**src/rtl/hazard_ctrl_md.sv**
```systemverilog
// Hazard unit for the 5-stage MIPS pipeline: Tuse/Tnew stalls, D/E/M forwarding
// selects, mult/div busy tracking and a saturating stall-cycle counter.
module hazard_ctrl_md #(
    parameter int TW          = 2,
    parameter int MULT_CYCLES = 5,
    parameter int DIV_CYCLES  = 10,
    parameter int CNT_W       = 32
) (
    input  logic             i_clk,
    input  logic             i_reset,
    input  logic [4:0]       i_rs_d,
    input  logic [4:0]       i_rt_d,
    input  logic [4:0]       i_rs_e,
    input  logic [4:0]       i_rt_e,
    input  logic [4:0]       i_rt_m,
    input  logic [4:0]       i_wa_e,
    input  logic [4:0]       i_wa_m,
    input  logic [4:0]       i_wa_w,
    input  logic             i_we_e,
    input  logic             i_we_m,
    input  logic             i_we_w,
    input  logic [TW-1:0]    i_tnew_e,
    input  logic [TW-1:0]    i_tnew_m,
    input  logic [TW-1:0]    i_rs_tuse,
    input  logic [TW-1:0]    i_rt_tuse,
    input  logic             i_md_use_d,
    input  logic             i_md_start_e,
    input  logic             i_md_is_div_e,
    output logic             o_stall,
    output logic             o_flush_e,
    output logic             o_md_busy,
    output logic [1:0]       o_fwd_rs_d,
    output logic [1:0]       o_fwd_rt_d,
    output logic [1:0]       o_fwd_rs_e,
    output logic [1:0]       o_fwd_rt_e,
    output logic             o_fwd_rt_m,
    output logic [CNT_W-1:0] o_stall_cnt
);

    localparam int MAX_C = (MULT_CYCLES > DIV_CYCLES) ? MULT_CYCLES : DIV_CYCLES;
    localparam int BW    = $clog2(MAX_C + 1);

    logic [BW-1:0]    r_md_cnt;
    logic [CNT_W-1:0] r_stall_cnt;

    logic w_e_rs_d, w_e_rt_d, w_m_rs_d, w_m_rt_d, w_w_rs_d, w_w_rt_d;
    logic w_m_rs_e, w_m_rt_e, w_w_rs_e, w_w_rt_e, w_w_rt_m;
    logic w_e_ready, w_data_stall, w_md_stall, w_stall;

    // $0 is hardwired to zero, so a write to it never produces a match.
    function automatic logic f_match(input logic we, input logic [4:0] wa, input logic [4:0] r);
        return we && (wa != 5'd0) && (wa == r);
    endfunction

    assign w_e_rs_d = f_match(i_we_e, i_wa_e, i_rs_d);
    assign w_e_rt_d = f_match(i_we_e, i_wa_e, i_rt_d);
    assign w_m_rs_d = f_match(i_we_m, i_wa_m, i_rs_d);
    assign w_m_rt_d = f_match(i_we_m, i_wa_m, i_rt_d);
    assign w_w_rs_d = f_match(i_we_w, i_wa_w, i_rs_d);
    assign w_w_rt_d = f_match(i_we_w, i_wa_w, i_rt_d);
    assign w_m_rs_e = f_match(i_we_m, i_wa_m, i_rs_e);
    assign w_m_rt_e = f_match(i_we_m, i_wa_m, i_rt_e);
    assign w_w_rs_e = f_match(i_we_w, i_wa_w, i_rs_e);
    assign w_w_rt_e = f_match(i_we_w, i_wa_w, i_rt_e);
    assign w_w_rt_m = f_match(i_we_w, i_wa_w, i_rt_m);

    assign w_e_ready = (i_tnew_e == '0);

    assign w_data_stall = (w_e_rs_d && (i_rs_tuse < i_tnew_e)) ||
                          (w_e_rt_d && (i_rt_tuse < i_tnew_e)) ||
                          (w_m_rs_d && (i_rs_tuse < i_tnew_m)) ||
                          (w_m_rt_d && (i_rt_tuse < i_tnew_m));
    assign w_md_stall   = i_md_use_d && (i_md_start_e || o_md_busy);
    assign w_stall      = w_data_stall || w_md_stall;

    assign o_stall     = w_stall;
    assign o_flush_e   = w_stall;
    assign o_md_busy   = (r_md_cnt != '0);
    assign o_fwd_rt_m  = w_w_rt_m;
    assign o_stall_cnt = r_stall_cnt;

    // Nearest producer wins; E only forwards once its result exists.
    always_comb begin
        o_fwd_rs_d = 2'd0;
        o_fwd_rt_d = 2'd0;
        o_fwd_rs_e = 2'd0;
        o_fwd_rt_e = 2'd0;
        if (w_e_rs_d && w_e_ready) o_fwd_rs_d = 2'd3;
        else if (w_m_rs_d)         o_fwd_rs_d = 2'd2;
        else if (w_w_rs_d)         o_fwd_rs_d = 2'd1;
        if (w_e_rt_d && w_e_ready) o_fwd_rt_d = 2'd3;
        else if (w_m_rt_d)         o_fwd_rt_d = 2'd2;
        else if (w_w_rt_d)         o_fwd_rt_d = 2'd1;
        if (w_m_rs_e)              o_fwd_rs_e = 2'd2;
        else if (w_w_rs_e)         o_fwd_rs_e = 2'd1;
        if (w_m_rt_e)              o_fwd_rt_e = 2'd2;
        else if (w_w_rt_e)         o_fwd_rt_e = 2'd1;
    end

    always_ff @(posedge i_clk) begin
        if (i_reset) begin
            r_md_cnt    <= '0;
            r_stall_cnt <= '0;
        end else begin
            if (i_md_start_e)
                r_md_cnt <= i_md_is_div_e ? BW'(DIV_CYCLES) : BW'(MULT_CYCLES);
            else if (r_md_cnt != '0)
                r_md_cnt <= r_md_cnt - BW'(1);
            if (w_stall && (r_stall_cnt != '1))
                r_stall_cnt <= r_stall_cnt + CNT_W'(1);
        end
    end

endmodule

```
**config.mk**
```make
export PLATFORM = sky130hd
export DESIGN_NAME = hazard_ctrl_md
export DESIGN_NICKNAME = d
export VERILOG_FILES = /design/src/rtl/hazard_ctrl_md.sv
export SDC_FILE = /design/constraint.sdc
export NUM_CORES = 1
export LEC_CHECK = 0
export CAP_MARGIN = 20
export CORE_ASPECT_RATIO = 1.5
export CORE_UTILIZATION = 42
export DETAILED_ROUTE_END_ITERATION = 7
export PLACE_DENSITY = 0.78
export REMOVE_ABC_BUFFERS = 1
export SLEW_MARGIN = 40
export SYNTH_ARGS = -nofsm -noshare
export SYNTH_HDL_FRONTEND = slang
export SYNTH_SLANG_ARGS = --single-unit
```
**constraint.sdc**
```tcl
create_clock -name i_clk -period 4.3 [get_ports i_clk]
set_input_delay 1.29 -clock i_clk [delete_from_list [all_inputs] [get_ports i_clk]]
set_output_delay 1.29 -clock i_clk [all_outputs]
set_load 0.02 [all_outputs]
```
======== Word level (Yosys, flattened, before mapping) ========
Cells that the tools add are included.
cells by class
  $add $sub $neg .......................... 2
  multipliers ............................. 0
  divide/modulo/power cells ............... 0
  order comparisons ....................... 4
  equality and inequality tests ........... 12
  shifts and indexed selects .............. 0
  muxes and demuxes ....................... 13
  bitwise operators ....................... 0
  reduce and logical (&&, ||, !) cells .... 33
operators with widths
  operator                                           number
  == test 5 bit                                      11
  adder 32 x 1 -> 32 bit (second input constant)     1
  != test 32 bit (second input constant)             1
  logical AND 1 bit                                  22
  nonzero test 5 bit                                 3
  2-to-1 mux 2 bit                                   6
  2-to-1 mux 4 bit                                   3
  less-than comparator 2 bit                         4
  logical OR 1 bit                                   5
  2-to-1 mux 1 bit                                   4
  nonzero test 4 bit                                 1
  subtractor 4 x 1 -> 4 bit (second input constant)  1
  logical NOT 2 bit                                  1
  nonzero test 2 bit                                 1
word-level totals
  register bits after elaboration ......... 36
  bits in latches ......................... 0
  memory bits (writable) .................. 0
  ROM bits ................................ 0
  input port bits ......................... 56
  output and inout port bits .............. 44
  memories kept ........................... 0

======== Logic depth before layout (Yosys ltp) ========
  word-level depth ........................ 9
  depth in mapped cells ................... 11

======== Worst setup path after synthesis ========
Ideal clock, no wire load.
  kind .................................... input to output
  start ................................... input port i_wa_m[1]
  end ..................................... output port o_stall
  data arrival time ....................... 3093 ps
  slack ................................... -83 ps
  stages on the path ...................... 8
  path buffers ............................ 3
  cell sequence ........................... buf_2 or4_4 o21ai_4 o41ai_2 nor4_4 buf_2 inv_2 buf_4
between the ends
  cells in the longest elaborated chain, start to end .. 7
  elaborated cells between the ends (all ways) .. 11
RTL lines
  element                          line  RTL
  from (decl)                      17    input logic [4:0] i_wa_m,
  nonzero test 5 bit               52    return we && (wa != 5'd0) && (wa == r);
  logical AND 1 bit (2 in series)  52
  logical AND 1 bit                71    (w_m_rs_d && (i_rs_tuse < i_tnew_m)) ||
  logical OR 1 bit                 70    (w_e_rt_d && (i_rt_tuse < i_tnew_e)) ||
  logical OR 1 bit (*)             71
  logical OR 1 bit (*)             74    assign w_stall = w_data_stall || w_md_stall;
  to (decl)                        29    output logic o_stall,
Every way passes the cells marked *; elsewhere a longest branch is shown, timed or not.

======== Worst setup path after layout ========
  start ................................... input port i_we_w
  end ..................................... output port o_fwd_rt_e[0]
between the ends
  cells in the longest elaborated chain, start to end .. 4
RTL lines
  element                          line  RTL
  from (decl)                      21    input logic i_we_w,
  logical AND 1 bit (2 in series)  52
  2-to-1 mux 1 bit                 97    else if (w_w_rt_e) o_fwd_rt_e = 2'd1;
  2-to-1 mux 2 bit                 96    if (w_m_rt_e) o_fwd_rt_e = 2'd2;
  to (decl)                        35    output logic [1:0] o_fwd_rt_e,
Every way passes these cells.

==> results.toml <==
[run_status]
status = "finished, violations left"
violations = "setup timing"

[clock_tree]
clock_path_buffers = 2
insertion_delay_ps = 290
cts_tree = "built"
cts_buffers = 5
clkTransAtPathRegs_ps = 80
cts_root_buf = "clkbuf_8"
htreeDepth = 2
cts_sinks = 36

[critical_path]
worst_path_most_repeated_cell = "buf_4"
r2r-start = "r_md_cnt[0]"
critPathTopFamily = "buffers and inverters"
worstSetupPathType = "input pin to primary output"
reg2reg_slack_ps = 1400
worstPathCellList = "clkdlybuf4s50_1, o21ai_4, buf_4, or4_4, nor4_4, buf_4"
worst-path-max-fanout = 5
slowest_stage = "or4_4"
arrival_ps = 3020
rr_worst_depth = 10
endpoint_kind = "primary output"
startpoint_type = "input pin"
path_buf_inv = 3
max_stage_delay_ps = 550
r2r_end = "o_stall_cnt[24]"
worstPathRequired_ps = 3010

[floorplan]
initial_core_util_pct = 43.8
fp.dieW_um = 69.4
dieArea_um2 = 7150
die_h_um = 103
io_pins = 100
placementRows = 36
core_area_um2 = 6530

[route]
vias = 3222
drtIter0Drc = 122
ant_nets = 0
firstDrtPassIters = 4
wl_um = 9110
via_per_inst = 5.74
wl_per_cell_um = 16.2
drcViolationCount = 0

[power]
p_per_area_nw_per_um2 = 200
total_leakage_power_nw = 1.58
irDropWorstVdd_v = 0.000272

[grt]
grt_pass1_vias = 3054
grt_max_degree = 60
grt-ovfl-total = 0
track_usage_pct = 24.7
grt_pass1_wl_um = 14400
antenna_found_initial = 0

[logic_synthesis]
yosys-top-cells-area = "dfxtp_1, xnor2_1, xor2_1"
synth_cell_types = 44
ys.flop_type = "dfxtp_1"
yosysMostFrequentCell = "dfxtp_1"
synth.top_cell.area_share_pct = 25.2
synth_area_per_cell_um2 = 7.86
async_flop_share_pct = 0
syn_area_um2 = 2860
yosysTopAreaCell = "dfxtp_1"
ys_seq_area_share_pct = 25.2
synth_cells = 364
synth_top_cells_by_count = "dfxtp_1, a21oi_1, xnor2_1"
yosys_warnings = 0
synth-edff-count = 0
synth_seq_cells = 36

[final_layout]
fin_nets = 547
area_growth_pct = 50.9
nFillCells = 556
antenna_cells = 0
drive_gt1_share_pct = 17.5

[hold_path]
min-delay-start = "o_stall_cnt[15]"
hold_end = "o_stall_cnt[15]"
hold_depth = 2
holdCritPathClass = "flop to flop"

[timing]
fmax_mhz = 232
hold_viol_final = 0
skew_ps = 5.08
fin_ws_ps = -5.37
final_max_slew_viol_count = 0
setup_viol = 1
maxSlewHeadroom_pct = 57.4
fin_crit_sh_pct = 100
setup_tns_ps = -5.37
hold_slack_ps = 492
period_needed_ps = 4310
tightest_slew_ps = 634

[placement]
dp_hpwl_um = 6580
gp_congestion = 0.918
numPortBuffers = 99

[run]
drv_cap = 0
## per-stage QoR
step | power, mW | util (%) | instances | setup WS [ps] | cell area, um^2
finish | 0.864 | 66.1 | 561 | -5.37 | 4320
global route | 0.903 | 66.1 | 561 | -35.6 | 4320
CTS | 0.857 | 65.0 | 560 | -14.4 | 4250
global placement | 0.607 | 62.9 | 550 | -568 | 4110
floorplan | 0.466 | - | 336 | -877 | 2720
detailed placement | 0.612 | 62.8 | 550 | -585 | 4100
## worst max-delay path by stage
stage / from / to / slack [ps] / depth (start not counted)
finish: i_we_w / o_fwd_rt_e[0] / -5 / 6
global route: i_rs_d[3] / o_fwd_rs_d[0] / -40 / 8
CTS: i_wa_e[2] / o_stall / -10 / 8
detailed placement: i_wa_e[1] / o_stall / -590 / 8
global placement: i_wa_e[1] / o_stall / -570 / 8
floorplan: i_wa_e[1] / o_flush_e / -880 / 5
## what timing repair did
| action | CTS | global route |
|---|---|---|
| hold buffers | 0 | 0 |
| buffers inserted | 4 | 1 |
| setup endpoints to repair | 11 | 9 |
| pin swaps | 8 | 10 |
| resized for setup | 66 | 31 |
## final cells by class
cell class                 count  area (um^2)  area share [%]
clock buffer                   5         68.8            1.59
clock inverter                 3         18.8           0.435
inverter                       6         22.5           0.522
multi-input combinational    294         2100            48.6
sequential                    36          721            16.7
tap                           76         95.1            2.20
timing repair buffer         141         1290            30.0
## worst min-delay path, delay by kind of cell (launching register included)
family | cells | cell delay [ps]
flip-flops | 1 | 330
AO/OA/AOI/OAI | 2 | 110
## flip-flops by register name, summed over array words and instances, names as in the netlist
signal / cells
o_stall_cnt: 32
r_md_cnt: 4
## cells by family (layout without fill, tap and decap cells)
kind of cell / after synthesis / in the layout / share of synthesized area [%]
AOI/OAI and AO/OA: 78 / 78 / 16.7
muxes: 2 / 2 / 0.787
DFF: 36 / 36 / 25.2
and+or+nand+nor: 149 / 149 / 30.7
adders and majority gates: 7 / 7 / 3.06
xor gates and xnor gates: 58 / 58 / 17.8
buffers and inverters: 34 / 155 / 5.82
## metal layers
| metal | wire (um) | global-route usage (%) |
|---|---|---|
| met1 | 3600 | 28.6 |
| met3 | 622 | 4.01 |
| met4 | 203 | 6.91 |
| met5 | 0 | 0 |
| met2 | 4690 | 46.8 |
## power by group
group	total [mW]	internal (mW)	leakage (nW)	switching, mW
registers	0.346	0.339	0.291	0.00634
logic	0.280	0.141	1.24	0.139
clock network	0.239	0.113	0.0479	0.126
## cell usage in the layout (no fill, tap or decap), types with 5 or more instances in the layout
cell             instances
clkdlybuf4s50_1         69
buf_4                   38
dfxtp_1                 36
a21oi_1                 34
xnor2_1                 32
xor2_1                  26
nand3_1                 26
nand2_1                 18
or3_1                   18
o21ai_1                 16
o31ai_1                 15
nor2_1                  13
or4_1                   13
nand4_1                 10
nor3_1                   9
dlygate4sd2_1            9
ha_1                     7
nand2b_1                 6
and3_1                   6
clkbuf_2                 6
clkbuf_8                 5
dlymetal6s2s_1           5
buf_6                    5
Power figures use the tool's default switching activity.
